**src/rtl/core_pkg.sv**
```systemverilog
// core_pkg -- definitions shared by the fetch-stage PC logic.
//   state_e   : PC unit control state (BOOT, RUN)
//   pc_sel_e  : next-PC source chosen by the priority encoder
//   DEF_*_VEC : default reset and trap-handler addresses
//   is_misaligned() : true when an address is not word aligned
package core_pkg;

  typedef enum logic {
    BOOT = 1'b0,
    RUN  = 1'b1
  } state_e;

  typedef enum logic [2:0] {
    SEL_SEQ  = 3'd0,
    SEL_BR   = 3'd1,
    SEL_JMP  = 3'd2,
    SEL_TRAP = 3'd3,
    SEL_MRET = 3'd4,
    SEL_HOLD = 3'd5
  } pc_sel_e;

  localparam logic [31:0] DEF_RESET_VEC = 32'h0000_0000;
  localparam logic [31:0] DEF_TRAP_VEC  = 32'h0000_0100;

  // Only the two low address bits decide word alignment.
  function automatic logic is_misaligned(input logic [1:0] addr_lsb);
    return addr_lsb != 2'b00;
  endfunction

endpackage

```
**src/rtl/pc_next_sel.sv**
```systemverilog
// pc_next_sel -- combinational next-PC priority encoder.
// Ports:
//   i_trap, i_mret, i_jump, i_branch_taken : redirect requests
//   i_jump_lsb, i_branch_lsb               : low two bits of the redirect targets
//   i_fetch_ready, i_stall                 : handshake / hazard hold
//   o_sel                                  : chosen next-PC source
//   o_misaligned                           : selected jump/branch target is misaligned
// A misaligned jump/branch target is turned into SEL_TRAP here, so the
// register stage handles it exactly like a trap.
module pc_next_sel
  import core_pkg::*;
(
  input  logic       i_trap,
  input  logic       i_mret,
  input  logic       i_jump,
  input  logic       i_branch_taken,
  input  logic [1:0] i_jump_lsb,
  input  logic [1:0] i_branch_lsb,
  input  logic       i_fetch_ready,
  input  logic       i_stall,
  output pc_sel_e    o_sel,
  output logic       o_misaligned
);

  always_comb begin
    o_sel        = SEL_HOLD;
    o_misaligned = 1'b0;
    if (i_trap) begin
      o_sel = SEL_TRAP;
    end else if (i_mret) begin
      // Return address is trusted; no alignment check on epc.
      o_sel = SEL_MRET;
    end else if (i_jump) begin
      if (is_misaligned(i_jump_lsb)) begin
        o_sel        = SEL_TRAP;
        o_misaligned = 1'b1;
      end else begin
        o_sel = SEL_JMP;
      end
    end else if (i_branch_taken) begin
      if (is_misaligned(i_branch_lsb)) begin
        o_sel        = SEL_TRAP;
        o_misaligned = 1'b1;
      end else begin
        o_sel = SEL_BR;
      end
    end else if (i_fetch_ready && !i_stall) begin
      o_sel = SEL_SEQ;
    end
  end

endmodule

```
**src/rtl/pc_unit.sv**
```systemverilog
// pc_unit -- fetch-stage program counter with valid/ready fetch handshake.
// Parameters: XLEN (address width), RESET_VEC, TRAP_VEC, CNT_W (counter width).
// Ports:
//   clk, reset             : rising-edge clock, synchronous active-high reset
//   stall                  : hold sequential advance
//   branch_taken/_target   : taken conditional branch redirect
//   jump/jump_target       : JAL/JALR redirect
//   trap, mret             : trap entry / return
//   fetch_ready            : instruction memory accepts the current request
//   fetch_valid, pc        : fetch request toward memory
//   pc_plus4               : link value, pc + 4 (wraps)
//   epc                    : PC captured on trap or misaligned redirect
//   misaligned             : one-cycle pulse after a misaligned jump/branch
//   fetch_count            : accepted fetches, wraps
module pc_unit
  import core_pkg::*;
#(
  parameter int              XLEN      = 32,
  parameter logic [XLEN-1:0] RESET_VEC = XLEN'(DEF_RESET_VEC),
  parameter logic [XLEN-1:0] TRAP_VEC  = XLEN'(DEF_TRAP_VEC),
  parameter int              CNT_W     = 32
) (
  input  logic             clk,
  input  logic             reset,
  input  logic             stall,
  input  logic             branch_taken,
  input  logic [XLEN-1:0]  branch_target,
  input  logic             jump,
  input  logic [XLEN-1:0]  jump_target,
  input  logic             trap,
  input  logic             mret,
  input  logic             fetch_ready,
  output logic             fetch_valid,
  output logic [XLEN-1:0]  pc,
  output logic [XLEN-1:0]  pc_plus4,
  output logic [XLEN-1:0]  epc,
  output logic             misaligned,
  output logic [CNT_W-1:0] fetch_count
);

  state_e            r_state;
  state_e            w_state_next;
  logic [XLEN-1:0]   r_pc;
  logic [XLEN-1:0]   r_epc;
  logic              r_misaligned;
  logic [CNT_W-1:0]  r_fetch_count;
  logic [XLEN-1:0]   w_pc_plus4;
  logic              w_run;
  logic              w_accept;
  pc_sel_e           w_sel;
  logic              w_misaligned;

  assign w_run      = (r_state == RUN);
  assign w_pc_plus4 = r_pc + XLEN'(4);
  // Memory accepted the request; counts even when stalled or redirected.
  assign w_accept   = w_run && fetch_ready;

  pc_next_sel u_sel (
    .i_trap         (trap),
    .i_mret         (mret),
    .i_jump         (jump),
    .i_branch_taken (branch_taken),
    .i_jump_lsb     (jump_target[1:0]),
    .i_branch_lsb   (branch_target[1:0]),
    .i_fetch_ready  (fetch_ready),
    .i_stall        (stall),
    .o_sel          (w_sel),
    .o_misaligned   (w_misaligned)
  );

  // FSM: state register
  always_ff @(posedge clk) begin
    if (reset) begin
      r_state <= BOOT;
    end else begin
      r_state <= w_state_next;
    end
  end

  // FSM: next state (BOOT lasts exactly one cycle)
  always_comb begin
    w_state_next = r_state;
    case (r_state)
      BOOT:    w_state_next = RUN;
      RUN:     w_state_next = RUN;
      default: w_state_next = BOOT;
    endcase
  end

  // PC / EPC / misaligned pulse. Redirects are ignored while in BOOT.
  always_ff @(posedge clk) begin
    if (reset) begin
      r_pc         <= RESET_VEC;
      r_epc        <= '0;
      r_misaligned <= 1'b0;
    end else begin
      r_misaligned <= w_run && w_misaligned;
      if (w_run) begin
        case (w_sel)
          SEL_TRAP: begin
            r_epc <= r_pc;
            r_pc  <= TRAP_VEC;
          end
          SEL_MRET: r_pc <= r_epc;
          SEL_JMP:  r_pc <= jump_target;
          SEL_BR:   r_pc <= branch_target;
          SEL_SEQ:  r_pc <= w_pc_plus4;
          default:  r_pc <= r_pc;
        endcase
      end
    end
  end

  always_ff @(posedge clk) begin
    if (reset) begin
      r_fetch_count <= '0;
    end else if (w_accept) begin
      r_fetch_count <= r_fetch_count + CNT_W'(1);
    end
  end

  assign fetch_valid = w_run;
  assign pc          = r_pc;
  assign pc_plus4    = w_pc_plus4;
  assign epc         = r_epc;
  assign misaligned  = r_misaligned;
  assign fetch_count = r_fetch_count;

endmodule

```
**config.mk**
```make
export PLATFORM = sky130hd
export DESIGN_NAME = pc_unit
export DESIGN_NICKNAME = d
export VERILOG_FILES = /design/src/rtl/core_pkg.sv /design/src/rtl/pc_next_sel.sv /design/src/rtl/pc_unit.sv
export SDC_FILE = /design/constraint.sdc
export NUM_CORES = 1
export LEC_CHECK = 0
export BUFFER_PORTS_ARGS = -buffer_cell sky130_fd_sc_hd__buf_4
export CAP_MARGIN = 20
export CORE_ASPECT_RATIO = 0.75
export CORE_MARGIN = 3
export CORE_UTILIZATION = 49
export DETAILED_ROUTE_END_ITERATION = 8
export PLACE_DENSITY_LB_ADDON = 0.3
export SKIP_LAST_GASP = 1
export SYNTH_ARGS = -nofsm -noshare
export SYNTH_HDL_FRONTEND = slang
export SYNTH_SLANG_ARGS = --single-unit
export TNS_END_PERCENT = 30
```
**constraint.sdc**
```tcl
create_clock -name clk -period 2.35 [get_ports clk]
set_input_delay 0.1175 -clock clk [delete_from_list [all_inputs] [get_ports clk]]
set_output_delay 0.1175 -clock clk [all_outputs]
set_load 0.02 [all_outputs]
```
==> results of run 1 <==
metrics by stage:
| step | utilization [%] | worst slack [ns] |
|---|---|---|
| floorplan | - | 0.189 |
| global placement | 68.9 | 0.121 |
| detailed placement | 68.9 | -0.0246 |
| CTS | 72.0 | -0.00342 |
| global route | 72.4 | -0.0233 |
| finish | 72.4 | 0.123 |
path summary, 6_finish.rpt:
| path | startpoint | endpoint |
|---|---|---|
| worst min-delay path | jump_target[12] | pc[12] |
| worst max-delay path | pc[15] | pc_plus4[30] |
| worst max register to register | pc[15] | pc[24] |
| worst min register to register | epc[1] | pc[1] |
power breakdown:
group,switching (mW),internal [mW],total [mW],leakage (nW)
Sequential,0.0218,1.68,1.70,0.795
Clock,0.634,0.818,1.45,0.142
Combinational,0.219,0.160,0.379,2.02
flip-flops by register name, summed over array words and instances (netlist names):
signal	cells
pc	32
epc	32
fetch_count	32
fetch_valid	1
misaligned	1
cells by family after synthesis:
family          count (synthesis)  synth area share (%)
compound gates                200                  25.1
simple gates                  200                  20.9
flops                          98                  38.5
buf+inv                        67                  5.33
xor+xnor                       56                  9.62
fa+ha+maj                       2                 0.491
metal layers:
layer | global-route usage (%) | wire (um)
met5 | 0 | 0
met4 | 9.40 | 406
met3 | 7.60 | 1890
met2 | 48.6 | 8430
met1 | 40.1 | 7580
layout make-up:
type / instances / area [um^2]
Fill cell: 795 / 2730
Sequential cell: 98 / 1970
Clock inverter: 6 / 57.6
Tap cell: 132 / 165
Clock buffer: 10 / 229
Multi-Input combinational cell: 458 / 2900
Timing Repair Buffer: 235 / 1780
Inverter: 18 / 67.6
worst reg2reg max path: stages, from the launching register on:
cell and delay [ns]:
dfxtp_1 0.46, nand4_1 0.24, nor4_4 0.31, buf_4 0.22, nand2_1 0.13, o41a_1 0.40, o22ai_1 0.17
what timing repair did:
item,in CTS,in global routing
resized for setup,0,11
pin swaps,1,2
setup endpoints to repair,10,13
setup buffers,2,2
layout by cell type, fill, tap and decap left out, types with 2 or more instances in the layout:
cell	synthesis	layout
o21ai_0	54	54
a21o_1	5	5
o22ai_1	8	8
and3_1	5	5
o21ai_1	7	7
dfxtp_2	0	9
xnor2_1	23	23
inv_1	18	18
and2_1	5	5
o31a_1	14	14
and4_1	4	4
a21oi_1	63	62
buf_4	3	234
o32ai_1	2	2
ha_1	2	2
nor4_1	4	4
nand2_1	32	32
or3_1	5	5
a31oi_1	4	4
clkinv_2	0	4
a22oi_1	7	7
nor2_1	41	40
a222oi_1	24	24
nand4_1	22	22
a21boi_0	3	3
nor4b_1	2	2
dfxtp_1	98	89
xor2_1	33	33
nor4_2	2	2
nor3_1	7	7
nand3_1	58	58
clkbuf_16	0	9
==> flow_summary.json, run 1 <==
{
  "vdd_drop_max_mv": 0.429,
  "finClkSkew_ns": 0.00644,
  "routed_wl_um": 18300,
  "cts_tree": "built",
  "place_area_um2": 6820,
  "stdcell_count": 957,
  "num_rows": 31,
  "clk_pin_slew_ns": 0.07,
  "yosys_warnings": 0,
  "nets": 894,
  "antenna_found_initial": 0,
  "critical-path-top-delay-family": "simple AND/OR/NAND/NOR gates",
  "p_per_area_nw_per_um2": 492,
  "period_share_pct": 94.8,
  "worstSkewPairLatency_ns": 0.34,
  "fin_hold_ws_ns": 0.0877,
  "drc": 0,
  "avgSynthCellArea_um2": 8.18,
  "die_y_um": 94.3,
  "slew_headroom_pct": 55.7,
  "ys_seq_area_share_pct": 38.5,
  "antenna_left": 0,
  "via_per_inst": 6.12,
  "syn_inst": 623,
  "synth_edf_count": 0,
  "async_reset_ff_share_pct": 0,
  "cap_violations": 0,
  "core_um2": 9890,
  "wl_per_cell_um": 19.1,
  "dp.cells": 937,
  "setup_viol": 0,
  "clockBufferDepth": 2,
  "vias": 5861,
  "rrSetupSlack_ns": 0.35,
  "synth_common_cells": "dfxtp_1 (98), a21oi_1 (63), nand3_1 (58)",
  "postLayoutCellArea_um2": 7160,
  "ys_ff_latch": 98,
  "fmax_mhz": 449,
  "cp_num_cells": 6,
  "p_leak_nw": 2.95,
  "slowest_stage": "dfxtp_1",
  "die_area_um2": 11700,
  "rr_worst_depth": 6,
  "area_delta_synth_final_pct": 40.5,
  "track_usage_pct": 30.3,
  "cts_made_buffers": 9,
  "start_util_pct": 51.5,
  "yosysTopAreaCell": "dfxtp_1",
  "critical_path_arrival_ns": 2.11,
  "port_buffers": 201,
  "syn_area_um2": 5100,
  "grt_first_pass_wirelength_um": 27800,
  "fin_setup_tns_ns": 0,
  "holdPathStages": 3,
  "worst_slew_pin_slew_ns": 0.656,
  "crit_required_ns": 2.23,
  "yosysUniqueCellTypes": 50,
  "grt_pass1_vias": 5446,
  "syn-num-nets": 697,
  "cp_max_fo": 8,
  "grt_max_degree": 51,
  "fp.dieW_um": 124,
  "critPathCaptureType": "primary output",
  "status": "complete, no violations",
  "cp-start-kind": "register",
  "pin_count": 202,
  "crit_type": "register to primary output",
  "power_mw": 3.53,
  "max_stage_delay_ns": 0.46,
  "drt_iter0_markers": 711,
  "synthFlopType": "dfxtp_1",
  "cts-htree-levels": 3,
  "final_hold_viol_count": 0,
  "gp_congestion": 0.900,
  "gr-total-overflow": 0,
  "slew_viol_final": 0,
  "hold_buffers": 0,
  "clockRootBuffer": "clkbuf_16",
  "synth_area_leaders": "dfxtp_1 (38%), a21oi_1 (6.2%), nand3_1 (5.7%)",
  "antenna_cells": 0,
  "yosysTopAreaCellShare_pct": 38.5,
  "first_pass_iters": 8,
  "crit_chain": "nand4_1 -> nor4_4 -> buf_4 -> nand4_1 -> xnor2_1 -> buf_4",
  "hpwl_um": 13300,
  "rsz0062_at_grt": "yes",
  "period_needed_ns": 2.23,
  "hold_class": "input port to register",
  "critPathBufInv": 2,
  "yosysMostFrequentCell": "dfxtp_1",
  "drive_above_1_share_pct": 33.2,
  "clock_sinks": 98
}
Power figures use the tool's default switching activity.
==> run 2: changes to the inputs <==
- CORE_UTILIZATION: 49 -> 30
- SKIP_CTS_REPAIR_TIMING: default -> 1
==> flow_summary.json, run 2 (synthesis gave the netlist of run 1 again) <==
{
  "status": "complete, no violations",
  "final_hold_viol_count": 0,
  "first_pass_iters": 7,
  "cts_tree": "built",
  "critPathCaptureType": "primary output",
  "clock_sinks": 98,
  "grt_pass1_vias": 5141,
  "port_buffers": 201,
  "nets": 889,
  "clockBufferDepth": 2,
  "whs_endpoint": "pc[7]",
  "track_usage_pct": 19.5,
  "cts-htree-levels": 3,
  "p_leak_nw": 2.97,
  "ff_latch_area_um2": 1980,
  "slew_headroom_pct": 58.7,
  "hp-start": "jump_target[7]",
  "clk_pin_slew_ns": 0.08,
  "grt_first_pass_wirelength_um": 28800,
  "drt_iter0_markers": 489,
  "rrSetupSlack_ns": 0.41,
  "hpwl_um": 13700,
  "vdd_drop_max_mv": 0.265,
  "clockRootBuffer": "clkbuf_16",
  "finClkSkew_ns": 0.0125,
  "drive_above_1_share_pct": 33.2,
  "period_needed_ns": 2.24,
  "slew_viol_final": 0,
  "p_per_area_nw_per_um2": 512,
  "rr_worst_depth": 6,
  "power_mw": 3.75,
  "grt_busiest_layer": "met2",
  "grt_use_met1_pct": 27.6,
  "pin_count": 202,
  "multi_input_area_um2": 2930,
  "core_um2": 16300,
  "die_y_um": 119,
  "worstSkewPairLatency_ns": 0.36,
  "max_stage_delay_ns": 0.48,
  "antenna_found_initial": 0,
  "antenna_left": 0,
  "layout_commonest_cell": "buf_4",
  "cpMostUsedCell": "nand4_1",
  "critical_path_arrival_ns": 2.13,
  "via_per_inst": 5.40,
  "dp.cells": 1011,
  "gp_congestion": 0.839,
  "holdPathStages": 3,
  "area_delta_synth_final_pct": 43.6,
  "place_area_um2": 6880,
  "rsz0062_at_grt": "yes",
  "worst_slew_pin_slew_ns": 0.620,
  "cap_violations": 0,
  "cp-start-kind": "register",
  "antenna_cells": 0,
  "fin_setup_tns_ns": 0,
  "cts_made_buffers": 9,
  "r2r_end": "pc[27]",
  "die_area_um2": 18600,
  "grt_max_degree": 47,
  "period_share_pct": 95.5,
  "postLayoutCellArea_um2": 7320,
  "slowest_stage": "dfxtp_1",
  "routed_wl_um": 18900,
  "num_rows": 40,
  "fp.dieW_um": 157,
  "drc": 0,
  "crit_type": "register to primary output",
  "stdcell_count": 1030,
  "cp_max_fo": 9,
  "fillers": 1628,
  "fmax_mhz": 446,
  "fin_util_pct": 44.9,
  "crit_chain": "nand4_1 -> nor3_4 -> nand4_1 -> xnor2_1 -> buf_4",
  "hold_class": "input port to register",
  "start_util_pct": 31.2,
  "setup_viol": 0,
  "crit_required_ns": 2.23,
  "grt_use_met3_pct": 5.63,
  "mostFrequentLayoutCells": "buf_4 (227), dfxtp_1 (87), a21oi_1 (62), nand3_1 (58), o21ai_0 (54)",
  "grt.met2_usage_pct": 28.6,
  "critical-path-top-delay-family": "simple AND/OR/NAND/NOR gates",
  "gr-total-overflow": 0,
  "wl_per_cell_um": 18.4,
  "r2r_start": "pc[8]",
  "critPathBufInv": 1,
  "vias": 5558
}
[run 2: worst max-delay path by stage]
stage	endpoint	from	depth (start not counted)
after floorplan	pc_plus4[30]	pc[2]	5
after global placement	pc_plus4[30]	pc[3]	7
after detailed placement	pc[24]	pc[3]	7
after CTS	pc_plus4[30]	pc[3]	7
after global routing	pc_plus4[30]	pc[18]	5
final	pc_plus4[30]	pc[18]	5
[run 2: stage by stage]
stage	worst slack, ns	hold WS (ns)
after floorplan	0.189	0.277
after CTS	-0.0858	0.0228
final	0.106	0.0380
after global routing	-0.0354	0.0640
after global placement	0.343	0.397
after detailed placement	0.262	0.387
[run 2: cell type report]
| cell class | instances | share of cell area (%) |
|---|---|---|
| clock buffers | 11 | 3.45 |
| clock inverters | 5 | 1.16 |
| inverters | 18 | 0.923 |
| multi-input cells | 458 | 40.0 |
| flip-flops and latches | 98 | 27.0 |
| well taps | 210 | 3.59 |
| repair buffers | 230 | 23.9 |
[run 2: power breakdown]
part           internal [mW]  switching [mW]  leakage, nW
registers               1.67          0.0239        0.796
logic                  0.156           0.212         2.01
clock network          0.998           0.686        0.162
total                   2.83           0.922         2.97
[run 2: worst register-to-register path: stages (launching register included)]
cell and delay [ns]:
dfxtp_1 0.48, nand3_4 0.18, nor4_4 0.33, buf_4 0.21
nand4_1 0.18, o31a_1 0.33, o32ai_1 0.13
[run 2: per-layer routing]
metal | routed length (um) | part of all wire (%) | up-vias
met5 | 46 | 0.24 | -
met4 | 334 | 1.8 | 2
met3 | 1420 | 7.5 | 23
met2 | 8180 | 43 | 210
met1 | 8960 | 47 | 2634
li1 | - | - | 2689
